### src/rtl/d_cell_unit_pkg.sv
// rtl/d_cell_unit_pkg.sv - op, state and direction encodings for the data cell unit
package d_cell_unit_pkg;

  localparam logic [2:0] op_nop        = 3'd0;
  localparam logic [2:0] op_ptr_inc    = 3'd1;
  localparam logic [2:0] op_ptr_dec    = 3'd2;
  localparam logic [2:0] op_cell_inc   = 3'd3;
  localparam logic [2:0] op_cell_dec   = 3'd4;
  localparam logic [2:0] op_cell_read  = 3'd5;
  localparam logic [2:0] op_cell_write = 3'd6;
  localparam logic [2:0] op_flush      = 3'd7;

  localparam logic [1:0] st_idle = 2'd0;
  localparam logic [1:0] st_wb   = 2'd1;
  localparam logic [1:0] st_fill = 2'd2;
  localparam logic [1:0] st_exec = 2'd3;

  localparam logic direction_read  = 1'b0;
  localparam logic direction_write = 1'b1;

  // Ops that leave the current cell (or publish it) must write back a dirty cache first.
  function automatic logic op_needs_wb(input logic [2:0] op);
    return (op == op_ptr_inc) || (op == op_ptr_dec) || (op == op_flush);
  endfunction

  function automatic logic op_needs_fill(input logic [2:0] op);
    return (op == op_cell_inc) || (op == op_cell_dec) || (op == op_cell_read);
  endfunction

endpackage

### src/rtl/d_cell_unit.sv
// rtl/d_cell_unit.sv - data pointer and one-cell write-back cache in front of data memory
module d_cell_unit
  import d_cell_unit_pkg::*;
#(
  parameter int unsigned d_addr_width = 8,
  parameter int unsigned d_mem_length = 64
) (
  input  logic                    clk,
  input  logic                    rst_n,
  input  logic                    op_valid,
  input  logic [2:0]              op_code,
  input  logic [7:0]              op_wdata,
  output logic                    op_ready,
  output logic                    op_done,
  output logic [7:0]              cell_value,
  output logic                    cell_zero,
  output logic                    cell_valid,
  output logic                    d_req,
  output logic                    d_dir,
  output logic [d_addr_width-1:0] d_addr,
  output logic [7:0]              d_wdata,
  input  logic                    d_ack,
  input  logic [7:0]              d_rdata
);

  localparam logic [d_addr_width-1:0] last_ptr = d_addr_width'(d_mem_length - 1);
  localparam logic [d_addr_width-1:0] ptr_one  = d_addr_width'(1);

  logic [1:0]              state_q, state_d;
  logic [d_addr_width-1:0] ptr_q, ptr_d;
  logic [7:0]              cell_q, cell_d;
  logic                    valid_q, valid_d;
  logic                    dirty_q, dirty_d;
  logic [2:0]              op_q, op_d;
  logic [7:0]              wdata_q, wdata_d;
  logic                    d_req_q, d_req_d;
  logic                    d_dir_q, d_dir_d;
  logic [d_addr_width-1:0] d_addr_q, d_addr_d;
  logic [7:0]              d_wdata_q, d_wdata_d;

  always_comb begin
    state_d   = state_q;
    ptr_d     = ptr_q;
    cell_d    = cell_q;
    valid_d   = valid_q;
    dirty_d   = dirty_q;
    op_d      = op_q;
    wdata_d   = wdata_q;
    d_req_d   = d_req_q;
    d_dir_d   = d_dir_q;
    d_addr_d  = d_addr_q;
    d_wdata_d = d_wdata_q;

    case (state_q)
      st_idle: begin
        if (op_valid) begin
          op_d    = op_code;
          wdata_d = op_wdata;
          if (op_needs_wb(op_code) && dirty_q) begin
            state_d   = st_wb;
            d_req_d   = 1'b1;
            d_dir_d   = direction_write;
            d_addr_d  = ptr_q;
            d_wdata_d = cell_q;
          end else if (op_needs_fill(op_code) && !valid_q) begin
            state_d  = st_fill;
            d_req_d  = 1'b1;
            d_dir_d  = direction_read;
            d_addr_d = ptr_q;
          end else begin
            state_d = st_exec;
          end
        end
      end
      st_wb: begin
        if (d_ack) begin
          d_req_d = 1'b0;
          dirty_d = 1'b0;
          state_d = st_exec;
        end
      end
      st_fill: begin
        if (d_ack) begin
          d_req_d = 1'b0;
          cell_d  = d_rdata;
          valid_d = 1'b1;
          state_d = st_exec;
        end
      end
      default: begin
        // Pointer moves are lazy: the new cell is only fetched by the op that needs it.
        case (op_q)
          op_ptr_inc: begin
            ptr_d   = (ptr_q == last_ptr) ? '0 : ptr_q + ptr_one;
            valid_d = 1'b0;
          end
          op_ptr_dec: begin
            ptr_d   = (ptr_q == '0) ? last_ptr : ptr_q - ptr_one;
            valid_d = 1'b0;
          end
          op_cell_inc: begin
            cell_d  = cell_q + 8'd1;
            dirty_d = 1'b1;
          end
          op_cell_dec: begin
            cell_d  = cell_q - 8'd1;
            dirty_d = 1'b1;
          end
          op_cell_write: begin
            cell_d  = wdata_q;
            valid_d = 1'b1;
            dirty_d = 1'b1;
          end
          default: begin
          end
        endcase
        state_d = st_idle;
      end
    endcase
  end

  always_ff @(posedge clk) begin
    if (!rst_n) begin
      state_q   <= st_idle;
      ptr_q     <= '0;
      cell_q    <= 8'd0;
      valid_q   <= 1'b0;
      dirty_q   <= 1'b0;
      op_q      <= op_nop;
      wdata_q   <= 8'd0;
      d_req_q   <= 1'b0;
      d_dir_q   <= direction_read;
      d_addr_q  <= '0;
      d_wdata_q <= 8'd0;
    end else begin
      state_q   <= state_d;
      ptr_q     <= ptr_d;
      cell_q    <= cell_d;
      valid_q   <= valid_d;
      dirty_q   <= dirty_d;
      op_q      <= op_d;
      wdata_q   <= wdata_d;
      d_req_q   <= d_req_d;
      d_dir_q   <= d_dir_d;
      d_addr_q  <= d_addr_d;
      d_wdata_q <= d_wdata_d;
    end
  end

  assign op_ready   = (state_q == st_idle);
  assign op_done    = (state_q == st_exec);
  assign cell_value = cell_q;
  assign cell_valid = valid_q;
  assign cell_zero  = valid_q && (cell_q == 8'd0);
  assign d_req      = d_req_q;
  assign d_dir      = d_dir_q;
  assign d_addr     = d_addr_q;
  assign d_wdata    = d_wdata_q;

endmodule

### config.mk
export PLATFORM = sky130hd
export DESIGN_NAME = d_cell_unit
export DESIGN_NICKNAME = d
export VERILOG_FILES = /design/src/rtl/d_cell_unit_pkg.sv /design/src/rtl/d_cell_unit.sv
export SDC_FILE = /design/constraint.sdc
export NUM_CORES = 1
export LEC_CHECK = 0
export CAP_MARGIN = 20
export CORE_MARGIN = 2
export CORE_UTILIZATION = 50
export CTS_CLUSTER_DIAMETER = 100
export DETAILED_ROUTE_END_ITERATION = 7
export GPL_TIMING_DRIVEN = 0
export PLACE_DENSITY = 0.79
export SYNTH_ARGS = -nofsm -noshare
export SYNTH_HDL_FRONTEND = slang
export SYNTH_SLANG_ARGS = --single-unit
### constraint.sdc
create_clock -name clk -period 3 [get_ports clk]
set_input_delay 0.6 -clock clk [delete_from_list [all_inputs] [get_ports clk]]
set_output_delay 0.6 -clock clk [all_outputs]
set_load 0.02 [all_outputs]
Word-level counts from Yosys, hierarchy flattened
Index checks and enable logic that the tools add are counted.
{ "classes": {"reduce_logical": 32, "shift": 0, "eq_ne": 20, "muxes": 25, "n_mul": 0, "n_bitwise": 3, "order_cmp": 0, "addsub": 4, "div": 0} }
{ "ops": {"columns": ["cell", "count"], "rows": [
  ["two-way mux 8 bit", 5],
  ["case mux 8 bit (2 select lines)", 2],
  ["case mux 8 bit (3 select lines)", 1],
  ["adder 8 x 1 -> 8 bit, second input constant", 2],
  ["logical NOT 8 bit", 2],
  ["subtractor 8 x 1 -> 8 bit, second input constant", 2],
  ["equality test 3 bit, second input constant", 5],
  ["AND reduction 3 bit", 5],
  ["equality test 3 x 2 -> 1 bit, second input constant", 4],
  ["two-way mux 1 bit", 9],
  ["equality test 8 x 6 -> 1 bit, second input constant", 1],
  ["case mux 1 bit (2 select lines)", 4],
  ["nonzero test 2 bit", 4],
  ["OR reduction 2 bit", 4],
  ["equality test 3 x 1 -> 1 bit, second input constant", 2],
  ["two-way mux 2 bit", 3],
  ["inequality test 2 bit, second input constant", 3],
  ["AND reduction 2 bit", 3],
  ["OR reduction 3 bit", 2],
  ["equality test 2 bit, second input constant", 2],
  ["logical OR 1 bit", 4],
  ["case mux 2 bit (2 select lines)", 1],
  ["AND reduction 4 bit", 1],
  ["nonzero test 4 bit", 1],
  ["other kinds (8)", 12]
]} }
{ "word_totals": {"romBits": 0, "n_memories": 0, "in_bits": 23, "mem_bits_rw": 0, "latchBits": 0, "register_bits": 49} }

Depth between registers and ports, before layout
{ "depth": {"word_depth": 8, "mapped_depth": 10, "depth_no_buf": 9} }

Least setup slack after synthesis
Ideal clock, no wire load.
{ "synth_timing": {"kind": "register -> register", "start": "register op_q[2]", "end": "register cell_q[5] (netlist: cell_value[5])", "path_stages_with_launch": 10, "required_ns": 2.909, "arrival_ns": 2.470, "path_slack_ns": 0.439, "synth_period_minus_slack_ns": 2.561, "n_path_buf": 1, "setup_time_ns": 0.091, "path_cell_list": "dfxtp_1 clkbuf_1 inv_1 nor3_1 ha_1 a211oi_1 o21ai_0 a21oi_1 xor2_1 a311oi_1"} }
{ "synth_via": {"elab_chain_cells": 3, "word_cells_on_any_way": 7} }
{ "synth_lines": {"columns": ["element", "line", "text"], "rows": [
  ["from (decl)", "d_cell_unit.sv:34", "logic [2:0] op_q, op_d;"],
  ["from (signal assigned)", "d_cell_unit.sv:129", "op_q <= op_nop;"],
  ["from (signal assigned)", "d_cell_unit.sv:141", "op_q <= op_d;"],
  ["equality test 3 bit / equality test 3 x 2 -> 1 bit (equally long branches)", "d_cell_unit.sv:92", "case (op_q)"],
  ["case mux 8 bit (3 select lines) / nonzero test 4 bit (equally long branches)", null, null],
  ["case mux 8 bit (2 select lines) / AND reduction 3 bit (equally long branches)", null, null],
  ["to (signal assigned)", "d_cell_unit.sv:138", "cell_q <= cell_d;"],
  ["to (decl)", "d_cell_unit.sv:31", "logic [7:0] cell_q, cell_d;"]
]} }
Parallel ways exist; a longest one is shown, timed or not.
A chain may end at the register's enable or synchronous reset.

Worst setup path in the final report
Same ends and word-level chain as after synthesis.

==> metrics.md <==
| Metric | Value |
|---|---|
| Final weighted congestion in routability-driven placement | `0.9219` |
| Count of routing violations after the opening detailed-route iteration | `225` |
| Clk_lat worst skew | `310 ps` |
| Worst setup slack for register-to-register paths | `350 ps` |
| Fill cells | `496` |
| Worst hold path endpoint | `wdata_q[0]` |
| TritonCTS clock tree | `built` |
| Count of input and output buffers | `49` |
| Worst-path maximum fanout | `9` |
| Vias in the first global route | `2528` |
| Measured slew at the worst slew-check pin | `949.9 ps` |
| Die Y-Extent | `79.02 µm` |
| Tmin final | `2650 ps` |
| Synthesized area per cell | `8.040 µm²` |
| Unrepaired setup endpoints after global routing | `no` |
| Placed insts | `471` |
| Origin of the critical flop-to-flop path | `op_q[2]` |
| Global-route usage over all layers | `24.02%` |
| Flip-flop and latch count after synthesis | `49` |
| Met1 GRT Util | `34.50%` |
| Most area-hungry cell type in the Yosys netlist | `sky130_fd_sc_hd__dfxtp_1` |
| Ports placed on the boundary | `53` |
| Longest Clk Path Bufs | `2` |
| HPWL after detailed placement | `5352 µm` |
| Multi-input logic area | `0.001690 mm²` |
| CP required | `3160 ps` |
| Dominant cell by count in the synthesized netlist | `sky130_fd_sc_hd__dfxtp_1` |
| Initial cell density of the core | `51.42%` |
| Type of the worst setup path | `flip-flop to flip-flop` |
| Pleak | `1.375 nW` |
| Gr ovfl total | `0` |
| Sequential cell area fraction in the yosys report | `34.86%` |
| Count of flip-flops with a built-in enable after synthesis | `0` |
| Highest attainable clock frequency | `377.4 MHz` |
| Share of flip-flops with an asynchronous set or reset after synthesis | `0%` |
| Delay of the slowest cell on the worst path | `430 ps` |
| Clock root buffer | `sky130_fd_sc_hd__clkbuf_8` |
| Top-area cell type share of the netlist area | `34.86%` |
| Vias/cell | `5.820` |
| Detailed-route DRC error count | `0` |
| Cell count after synthesis | `350` |
| Setup crit start | `op_q[2]` |
| PnR worst setup slack | `350.1 ps` |
| Worst hold path stage count | `2` |
| Class of the most critical hold timing path | `flip-flop to flip-flop` |
| Number of antenna repair diodes | `0` |
| Hold buffers post-CTS | `0` |
| Most common flop cell mapped by yosys | `sky130_fd_sc_hd__dfxtp_1` |
| Sink count of the clock tree | `49` |
| Total Wirelength | `7300 µm` |
| Standard-cell row count | `27` |
| Maximum level of the CTS H-tree | `2` |
| Post-Syn Nets | `387` |
| Clock buffers created by TritonCTS | `5` |
| Number of failing setup endpoints in the final timing report | `0` |
| Top area cells in the synthesized netlist | `sky130_fd_sc_hd__dfxtp_1, sky130_fd_sc_hd__nand2_1, sky130_fd_sc_hd__a21oi_1` |
| Post-synth design cell area | `0.002814 mm²` |
| Met2 routing resource usage after global routing | `37.54%` |
| Residual antenna-violating net count after detailed routing | `0` |
| Top post-synthesis cells by count | `sky130_fd_sc_hd__dfxtp_1, sky130_fd_sc_hd__nand2_1, sky130_fd_sc_hd__nor2_1` |
| Cells on worst reg2reg path | `9` |
| Distinct cell type count after synthesis | `55` |
| Die ar. | `0.006244 mm²` |
| Data arrival time of the critical path | `2810 ps` |
| Pins Over Slew Limit | `0` |
| HP Start | `wdata_q[0]` |
| Wire length per cell | `15.11 µm` |
| Maximum VDD drop | `0.0005533 V` |
| Number of antenna violations at the first check in global routing | `0` |
| Pin count of the biggest net entering global routing | `17` |
| Area added between synthesis and finish | `25.30%` |
| Category of the worst setup path launch point | `flip-flop` |
| Power density cells | `623.9 mW/mm²` |
| Element type at the critical path end | `flip-flop` |
| Number of max-cap violations | `0` |
| Storage element area | `980.9 µm²` |
| Core ar. | `0.005473 mm²` |
| Reg clk slew, reported paths | `90 ps` |
| First-pass GRT wire length | `11990 µm` |
| Vias after detailed routing | `2811` |
| Worst path buffer plus inverter count | `2` |
| Worst setup timing slack at the placement stage | `-224.4 ps` |
| Top Usage Layer GRT | `met2` |
| Width of the chip | `79.02 µm` |
| Max-slew headroom at the worst pin | `36.56%` |
| Yosys warning count | `0` |
| Final Cycle Share | `88.33%` |
| Final clock skew | `11.26 ps` |
| Layout cells sized above 1 | `5.596%` |
| Number of hold-slack violations in the final timing report | `0` |
| Worst r2r dst | `cell_value[5]` |
| Met3 track demand over resource in global routing | `3.864%` |
| Run status | `finished clean` |
| First-pass detailed-route iteration total | `5` |
| Slowest library cell on the worst path | `sky130_fd_sc_hd__a211oi_1` |
| Crit-path cells | `clkbuf_1, inv_1, nor3_4, ha_1, a211oi_1, o21ai_0, a21oi_1, xor2_1, a311oi_1` |
| Cell family with most CP delay | `compound AO/OA/AOI/OAI gates` |
| Final Net Count | `447` |
| Number of standard cells in the final layout excluding fillers | `483` |
==> how the worst max path moves through the flow <==
| stage | endpoint | slack, ps | cells past startpoint |
|---|---|---|---|
| after global routing | cell_value[5] | 100 | 9 |
| after global placement | cell_value[5] | -110 | 9 |
| after detailed placement | cell_value[5] | -220 | 9 |
| after floorplan | cell_value[5] | 440 | 9 |
| final | cell_value[5] | 350 | 9 |
| after CTS | cell_value[5] | 100 | 9 |
==> repair_timing <==
action,4_1_cts,5_1_grt
setup endpoints to repair,4,4
gates resized for setup,1,1
setup buffers,0,4
pin swaps,0,1
==> state kept, by name, summed over array words and instances (netlist names) <==
| signal | cells |
|---|---|
| d_dir | 1 |
| cell_value | 8 |
| d_wdata | 8 |
| op_q | 3 |
| ptr_q | 8 |
| dirty_q | 1 |
| d_req | 1 |
| wdata_q | 8 |
| cell_valid | 1 |
| d_addr | 8 |
| state_q | 2 |
==> power breakdown <==
group / switching (mW) / internal (mW) / leakage (nW) / total (mW)
combinational: 0.566 / 0.414 / 0.933 / 0.979
sequential: 0.0881 / 0.733 / 0.398 / 0.821
clock: 0.233 / 0.166 / 0.0445 / 0.399
==> routing by layer <==
metal  vias to the layer above  part of all wire (%)  routed length (µm)
met3                        11                   4.9                 358
met1                      1347                    48                3526
li1                       1370                     -                   -
met4                         0                   1.2                  85
met2                        83                    46                3330
met5                         -                     0                   0
==> cell type report <==
| type | count | area share [%] |
|---|---|---|
| Buffer | 24 | 2.768 |
| Clock buffer | 5 | 1.952 |
| Clock inverter | 3 | 0.6033 |
| Inverter | 15 | 1.597 |
| Multi-Input combinational cell | 262 | 47.94 |
| Sequential cell | 49 | 27.82 |
| Tap cell | 72 | 2.555 |
| Timing Repair Buffer | 53 | 14.76 |
==> worst min-delay path, cell delays in order, from the launching register on <==
cell and delay [ps]:
sky130_fd_sc_hd__dfxtp_1 320, sky130_fd_sc_hd__nand2_1 50, sky130_fd_sc_hd__a21oi_1 50
==> through the flow <==
step	utilization, %	instance area [µm²]	setup TNS, ps	hold slack (ps)	power, mW
2_1_floorplan	-	2814	0	431.1	1.484
3_3_place_gp	62.03	3395	-233.5	444.2	1.755
3_5_place_dp	62.03	3395	-589.3	449.4	1.778
4_1_cts	63.76	3490	0	464.3	2.176
5_1_grt	64.43	3526	0	484.2	2.348
6_report	64.43	3526	0	462.6	2.200
==> cells by family after synthesis <==
group | Yosys count | share of synthesized area, %
buffers and inverters | 39 | 5.469
DFF | 49 | 34.86
muxes | 17 | 6.091
xor gates and xnor gates | 10 | 3.112
adders and majority gates | 14 | 6.492
and+or+nand+nor | 126 | 21.25
AOI/OAI and AO/OA | 95 | 22.72
==> placed cells by master (no fill, tap or decap), drive strengths merged, types with 3 or more instances in the layout <==
| master | n |
|---|---|
| a211oi | 5 |
| a21o | 3 |
| a21oi | 33 |
| a311oi | 4 |
| a31oi | 4 |
| and3b | 3 |
| buf | 6 |
| clkbuf | 27 |
| clkdlybuf4s50 | 49 |
| dfxtp | 49 |
| ha | 13 |
| inv | 16 |
| mux2i | 16 |
| nand2 | 46 |
| nand2b | 5 |
| nand3 | 7 |
| nand3b | 3 |
| nor2 | 35 |
| nor2b | 3 |
| nor3 | 8 |
| nor4 | 4 |
| o211ai | 7 |
| o21ai | 12 |
| o221ai | 4 |
| xnor2 | 4 |
| xor2 | 6 |
Power figures use the tool's default switching activity.
